[src/rtl/sample_mixer_dac_pkg.sv]
// Shared audio constants and the saturating two-sample adder used by the mixer.
package sample_mixer_dac_pkg;
   localparam int SAMPLE_W    = 16;
   localparam int FRAME_SLOTS = 32;
   localparam logic [SAMPLE_W-1:0] SAT_MAX = 16'h7FFF;
   localparam logic [SAMPLE_W-1:0] SAT_MIN = 16'h8000;

   // Returns {saturated_sum, clip}; overflow shows as disagreement of the two top sum bits.
   function automatic logic [SAMPLE_W:0] sat_add16(input logic [SAMPLE_W-1:0] a,
                                                   input logic [SAMPLE_W-1:0] b);
      logic [SAMPLE_W:0] s;
      s = {a[SAMPLE_W-1], a} + {b[SAMPLE_W-1], b};
      if (s[SAMPLE_W] != s[SAMPLE_W-1])
         return s[SAMPLE_W] ? {SAT_MIN, 1'b1} : {SAT_MAX, 1'b1};
      return {s[SAMPLE_W-1:0], 1'b0};
   endfunction
endpackage

[src/rtl/sample_mixer_dac_bclk_gen.sv]
// Bit-clock divider: toggles bclk every BCLK_HALF system clocks and flags the 1->0 edge.
module bclk_gen #(
   parameter int BCLK_HALF = 4
) (
   input  logic clock,
   input  logic reset,
   output logic bclk,
   output logic falling_tick
);
   localparam int DIV_W = (BCLK_HALF > 1) ? $clog2(BCLK_HALF) : 1;
   localparam logic [DIV_W-1:0] DIV_LAST = DIV_W'(BCLK_HALF - 1);

   logic [DIV_W-1:0] div;
   logic             wrap;

   assign wrap         = (div == DIV_LAST);
   assign falling_tick = wrap && bclk;

   always_ff @(posedge clock or negedge reset) begin
      if (!reset) begin
         div  <= '0;
         bclk <= 1'b0;
      end else if (wrap) begin
         div  <= '0;
         bclk <= ~bclk;
      end else begin
         div  <= div + 1'b1;
      end
   end
endmodule

[src/rtl/sample_mixer_dac.sv]
// Saturating two-channel mixer feeding a left-justified mono serial DAC link.
module sample_mixer_dac
   import sample_mixer_dac_pkg::*;
#(
   parameter int BCLK_HALF = 4
) (
   input  logic                clock,
   input  logic                reset,
   input  logic [SAMPLE_W-1:0] sample0,
   input  logic [SAMPLE_W-1:0] sample1,
   input  logic                mute,
   output logic                bclk,
   output logic                lrclk,
   output logic                sdata,
   output logic                sample_req,
   output logic                clip
);
   localparam int SLOT_W = $clog2(FRAME_SLOTS);
   localparam logic [SLOT_W-1:0] SLOT_LAST = SLOT_W'(FRAME_SLOTS - 1);
   localparam logic [SLOT_W-1:0] SLOT_MID  = SLOT_W'(FRAME_SLOTS / 2 - 1);

   logic                falling_tick;
   logic [SLOT_W-1:0]   slot;
   logic [SLOT_W-1:0]   slot_next;
   logic [SAMPLE_W-1:0] shift_reg;
   logic [SAMPLE_W-1:0] hold_reg;
   logic [SAMPLE_W:0]   mix;

   bclk_gen #(.BCLK_HALF(BCLK_HALF)) u_bclk_gen (
      .clock        (clock),
      .reset        (reset),
      .bclk         (bclk),
      .falling_tick (falling_tick)
   );

   assign slot_next = slot + 1'b1;
   assign mix       = sat_add16(sample0, sample1);
   assign sdata     = shift_reg[SAMPLE_W-1];

   always_ff @(posedge clock or negedge reset) begin
      if (!reset) begin
         slot       <= SLOT_LAST;
         shift_reg  <= '0;
         hold_reg   <= '0;
         lrclk      <= 1'b0;
         clip       <= 1'b0;
         sample_req <= 1'b0;
      end else begin
         sample_req <= 1'b0;
         if (falling_tick) begin
            slot  <= slot_next;
            lrclk <= ~slot_next[SLOT_W-1];
            if (slot == SLOT_LAST) begin
               sample_req <= 1'b1;
               if (mute) begin
                  hold_reg  <= '0;
                  shift_reg <= '0;
                  clip      <= 1'b0;
               end else begin
                  hold_reg  <= mix[SAMPLE_W:1];
                  shift_reg <= mix[SAMPLE_W:1];
                  clip      <= mix[0];
               end
            end else if (slot == SLOT_MID) begin
               // Right half repeats the held word so the link carries mono.
               shift_reg <= hold_reg;
            end else begin
               shift_reg <= {shift_reg[SAMPLE_W-2:0], 1'b0};
            end
         end
      end
   end
endmodule

[config.mk]
export PLATFORM = sky130hd
export DESIGN_NAME = sample_mixer_dac
export DESIGN_NICKNAME = d
export VERILOG_FILES = /design/src/rtl/sample_mixer_dac_pkg.sv /design/src/rtl/sample_mixer_dac_bclk_gen.sv /design/src/rtl/sample_mixer_dac.sv
export SDC_FILE = /design/constraint.sdc
export NUM_CORES = 1
export LEC_CHECK = 0
export CAP_MARGIN = 15
export CORE_ASPECT_RATIO = 2
export CORE_MARGIN = 2
export CORE_UTILIZATION = 35
export DETAILED_ROUTE_END_ITERATION = 16
export DONT_BUFFER_PORTS = 1
export PLACE_DENSITY = 0.46
export SETUP_SLACK_MARGIN = 0.1
export SYNTH_ARGS = -nofsm -noshare
export SYNTH_HDL_FRONTEND = slang
export SYNTH_SLANG_ARGS = --single-unit
[constraint.sdc]
create_clock -name clock -period 5.3 [get_ports clock]
set_input_delay 1.06 -clock clock [delete_from_list [all_inputs] [get_ports clock]]
set_output_delay 1.06 -clock clock [all_outputs]
set_load 0.01 [all_outputs]
== After elaboration in Yosys (flattened, before gate mapping) ==
Cells that the tools add are included.

* Register bits after elaboration: 43
* Input port bits: 35
* Output and inout port bits: 5
* Logic and storage cells: 30

* Add/subtract/negate cells: 3
* Equality and inequality tests: 4
* Muxes and demuxes: 11
* Bitwise logic cells: 2
* Reductions and logical operators: 2

{| class="wikitable"
|+ Operator list
! cell !! count
|-
| 17-bit two-way mux || 3
|-
| 16-bit two-way mux || 3
|-
| 16-bit by 16-bit adder with 17-bit output || 1
|-
| 5-bit by 1-bit adder with 5-bit output, second input constant || 1
|-
| 5-bit by 4-bit == test with 1-bit output, second input constant || 1
|-
| 5-bit == test, second input constant || 1
|-
| 1-bit two-way mux || 4
|-
| 2-bit by 1-bit adder with 2-bit output, second input constant || 1
|-
| 2-bit == test, second input constant || 1
|-
| 2-bit two-way mux || 1
|-
| 1-bit inverter || 2
|-
| 2-bit AND reduction || 1
|-
| 1-bit logical AND || 1
|-
| 1-bit inequality test || 1
|}

== Depth between registers and ports, before layout ==
* Depth in word-level cells: 6
* Mapped depth: 10
* Gate-level depth less buffers: 8

== By module ==
A second synthesis with hierarchy kept.

* Cells, all modules: 325
* Area, all modules: 2,946.6 µm²

{| class="wikitable"
|+ By module, submodules not included
! module !! instances !! cells an instance !! area each (µm²) !! sequential area each (µm²)
|-
| sample_mixer_dac || 1 || 318 || 2,839.0 || 1,007.2
|-
| bclk_gen || 1 || 7 || 107.6 || 75.1
|}

== Worst setup path after synthesis ==
OpenSTA, ideal clock, no wires.

* Path kind: input to register
* Start point: input port sample0[0]
* End point: register shift_reg[14]
* Setup time: 0.127 ns
* Data arrival time: 2.984 ns
* Data required time: 5.173 ns
* Slack: 2.189 ns
* Cell stages on the path: 8
* Buffers on the path: 0
* Cells stage by stage: ha_1 -> fa_1 -> a211oi_1 -> o21a_1 -> nor4_1 -> or4_1 -> a32oi_1 -> o21ai_1

* Longest elaborated chain between the ends: 6
* Elaborated cells between the ends (all ways): 8
* Classes of those cells: add/sub (1); eq/ne (1); mux (6)

{| class="wikitable"
|+ Ends and longest elaborated chain
! element !! line !! text
|-
| start, declared || sample_mixer_dac.sv:9 || <nowiki>input logic [SAMPLE_W-1:0] sample0,</nowiki>
|-
| 16-bit by 16-bit adder with 17-bit output * || sample_mixer_dac_pkg.sv:12 || <nowiki>s = {a[SAMPLE_W-1], a} + {b[SAMPLE_W-1], b};</nowiki>
|-
| 17-bit two-way mux or 1-bit inequality test (tied branches) || sample_mixer_dac_pkg.sv:14, sample_mixer_dac_pkg.sv:13 ||
|-
| 17-bit two-way mux or 1-bit two-way mux (tied branches) || sample_mixer_dac_pkg.sv:13 || <nowiki>if (s[SAMPLE_W] != s[SAMPLE_W-1])</nowiki>
|-
| 17-bit two-way mux * || sample_mixer_dac_pkg.sv:15 || <nowiki>return {s[SAMPLE_W-1:0], 1'b0};</nowiki>
|-
| 16-bit two-way mux * || sample_mixer_dac.sv:55 || <nowiki>if (mute) begin</nowiki>
|-
| 16-bit two-way mux * || sample_mixer_dac.sv:53 || <nowiki>if (slot == SLOT_LAST) begin</nowiki>
|-
| end signal, assigned || sample_mixer_dac.sv:61 || <nowiki>shift_reg <= mix[SAMPLE_W:1];</nowiki>
|-
| end signal, assigned || sample_mixer_dac.sv:66 || <nowiki>shift_reg <= hold_reg;</nowiki>
|-
| end signal, assigned || sample_mixer_dac.sv:68 || <nowiki>shift_reg <= {shift_reg[SAMPLE_W-2:0], 1'b0};</nowiki>
|-
| end, declared || sample_mixer_dac.sv:25 || <nowiki>logic [SAMPLE_W-1:0] shift_reg;</nowiki>
|}

Mark *: on every way between the ends. The rest lies on a longest branch, timed or not. The select of a mux whose other input is x is not followed.
A chain may end at the register's enable or synchronous reset.

== Final worst setup path ==
* Start point: input port sample0[10]
* End point: register shift_reg[10]

The elaborated chain is that of the path after synthesis.

==> impl_metrics.csv <==
group,metric,value,unit
job,cap_violations,0,
clock_network,path_clk_slew,0.06,ns
yosys,yosysWarnings,0,
timing,finalSetupViolations,0,
detailed_routing,wl_per_cell,19.0,um
clock_network,htree_levels,2,
detailed_routing,viasPerCell,5.75,
final_layout,diodes,0,
global_routing,grt_start_max_net_pins,44,
timing,layout_setup_ws,1.78,ns
yosys,ys.flop_type,"dfrtp_1",
detailed_routing,drt_iter0_markers,86,
floorplanning,start_util,35.8,%
global_routing,grt_pass1_vias,2311,
timing,final-hold-violation-count,0,
timing,worstMarginPinSlew,1.10,ns
yosys,synth_edf_count,0,
yosys,avgSynthCellArea,9.74,um^2
setup_path,crit_fanout,22,
detailed_routing,routed_wirelength,7.49,mm
power_and_ir_drop,p_seq_share,39.3,%
yosys,postSynthCellCount,303,
floorplanning,rows,47,
power_and_ir_drop,pwr-share-comb,18.1,%
final_layout,fillers,862,
power_and_ir_drop,power_leakage,1.27,nW
run_status,status,"completed",
final_layout,mostFrequentLayoutCells,"dfrtp_1 (38), nand2_1 (32), o21ai_1 (20), ha_1 (20), a21oi_1 (17)",
timing,fin_worst_skew,0.00557,ns
final_layout,drive_gt1_share,13.5,%
floorplanning,die_y,134,um
power_and_ir_drop,peakVddDrop,0.123,mV
final_layout,layout.cells.non_filler,394,
power_and_ir_drop,power_density,269,nW/um^2
power_and_ir_drop,clkPwrFrac,42.7,%
timing,fin_setup_tns,0,ns
floorplanning,dieArea,9220,um^2
floorplanning,core_area,8230,um^2
yosys,async_reset_ff_share,100,%
floorplanning,ioPinCount,40,
place,preCtsSetupSlack,1.48,ns
setup_path,cp-end-kind,"flop",
place,place_congestion,0.819,
place,dp_hpwl,5.86,mm
global_routing,grt_pass1_wl,12.1,mm
final_layout,layout_commonest_cell,"dfrtp_1",
timing,fmaxAchievable,284,MHz
final_layout,area_delta_synth_final,6.53,%
detailed_routing,drc_errors,0,
detailed_routing,vias,2266,
clock_network,cts_buffer_depth,2,
yosys,ys_seq_area_share,36.7,%
min_path,hold_path.class,"reg -> reg",
setup_path,crit_arrival,3.67,ns
place,portBuffers,0,
clock_network,tritoncts,"built",
timing,min_period_over_period,66.4,%
yosys,netlist_area,2950,um^2
power_and_ir_drop,p_sw_share,26.9,%
global_routing,overflow,0,
timing,relSlewSlack,26.2,%
timing,period_needed,3.52,ns
floorplanning,die_w,68.9,um
clock_network,cts.sinks,43,
setup_path,start_kind,"input pin",
global_routing,antenna_found_initial,0,
clock_network,post_cts_resized,0,
setup_path,critical_path_class,"in -> reg",
yosys,synth.ff_latch_count,43,
detailed_routing,drt.antenna.violating_nets,0,
clock_network,cts_root_buf,"clkbuf_16",
clock_network,cts_made_buffers,5,
global_routing,grt_use_total,18.0,%
timing,rsz0062_at_grt,"no",
power_and_ir_drop,switching_power,0.227,mW
final_layout,final_nets,351,
detailed_routing,firstDrtPassIters,5,
place,dp.cells,386,
clock_network,cts_setup_buffers,0,
timing,slew_viol_final,0,
yosys,synth_fp_nets,359,
setup_path,crit_required,5.45,ns
power_and_ir_drop,p_int,0.618,mW
clock_network,postCtsHoldBufs,0,
clock_network,clk_latency,0.29,ns
yosys,synth.distinct_cells,56,
==> synth_stat cells (3+ instances only) <==
library cell / n / area, um^2
nand2_1: 32 / 120
inv_1: 5 / 18.8
o21ai_1: 20 / 100
xnor2_1: 8 / 70.1
nand3_1: 10 / 50.1
buf_6: 6 / 67.6
mux2_2: 14 / 158
mux2i_1: 3 / 30.0
xor2_1: 5 / 43.8
clkbuf_1: 7 / 26.3
nor2b_1: 3 / 18.8
a31oi_1: 8 / 50.1
dfstp_2: 5 / 131
and3_1: 3 / 18.8
a21oi_1: 17 / 85.1
nor2_1: 6 / 22.5
o31ai_1: 3 / 22.5
nand4_1: 4 / 25.0
o211ai_1: 10 / 75.1
o21a_1: 6 / 45.0
o21ai_0: 8 / 40.0
a21o_1: 3 / 22.5
a22oi_1: 14 / 105
ha_1: 20 / 250
and2_1: 4 / 25.0
nor3_1: 3 / 15.0
dfrtp_1: 38 / 951
a32oi_1: 3 / 26.3
==> area by class of cell <==
class / count / area [um^2] / share of cell area (%)
timing repair buffer: 1 / 7.51 / 0.239
clock inverter: 2 / 35.0 / 1.11
multi-input combinational: 239 / 1740 / 55.3
clock buffer: 6 / 139 / 4.42
inverter: 5 / 18.8 / 0.597
sequential: 43 / 1080 / 34.4
tap: 98 / 123 / 3.90
==> metrics by stage <==
stage | hold slack (ns) | area (um^2) | power [mW] | util (%)
global route | 0.445 | 3140 | 0.885 | 38.2
finish | 0.430 | 3140 | 0.845 | 38.2
CTS | 0.430 | 3140 | 0.858 | 38.2
floorplan | 0.403 | 2950 | 0.459 | -
detailed placement | 0.422 | 2970 | 0.489 | 36.1
global placement | 0.414 | 2970 | 0.490 | 36.1
==> worst max-delay path: stages <==
cell	delay, ns
ha_1	0.44
a21oi_4	0.28
o21ai_2	0.07
a311o_1	0.37
or3_1	0.61
a31oi_4	0.64
o211ai_1	0.18
==> per-layer routing <==
metal / GRT usage [%] / up-vias / wire length, um
met5: 0 / - / 0
met4: 9.59 / 0 / 302
met3: 2.68 / 16 / 239
met2: 31.4 / 58 / 4230
met1: 19.9 / 1066 / 2720
li1: - / 1126 / -
==> worst paths after layout <==
| kind | start | to | slack (ns) | cells past startpoint |
|---|---|---|---|---|
| max in group asynchronous | reset | slot[0] | 4.64 | 0 |
| min in group asynchronous | reset | sample_req | 0.46 | 0 |
| max | sample0[10] | shift_reg[10] | 1.78 | 7 |
| max reg2reg | slot[0] | shift_reg[10] | 1.90 | 8 |
| min reg2reg | u_bclk_gen.div[0] | u_bclk_gen.div[0] | 0.43 | 1 |
| min | u_bclk_gen.div[0] | u_bclk_gen.div[0] | 0.43 | 1 |
==> logic make-up after synthesis <==
kind of cell	share of synthesized area (%)
XOR/XNOR	3.86
AO/OA/AOI/OAI	26.8
buffers and inverters	4.41
AND/OR/NAND/NOR	12.8
multiplexers	6.36
adder cells (fa/ha/maj)	9.16
flip-flops	36.7
==> power by group through the flow <==
stage                     Clock (mW)  Combinational, mW  Sequential, mW
after floorplan                    0              0.122           0.337
after global placement             0              0.153           0.338
after detailed placement           0              0.152           0.337
after CTS                      0.374              0.153           0.332
after global routing           0.384              0.170           0.331
final                          0.360              0.152           0.332
Power figures use the tool's default switching activity.
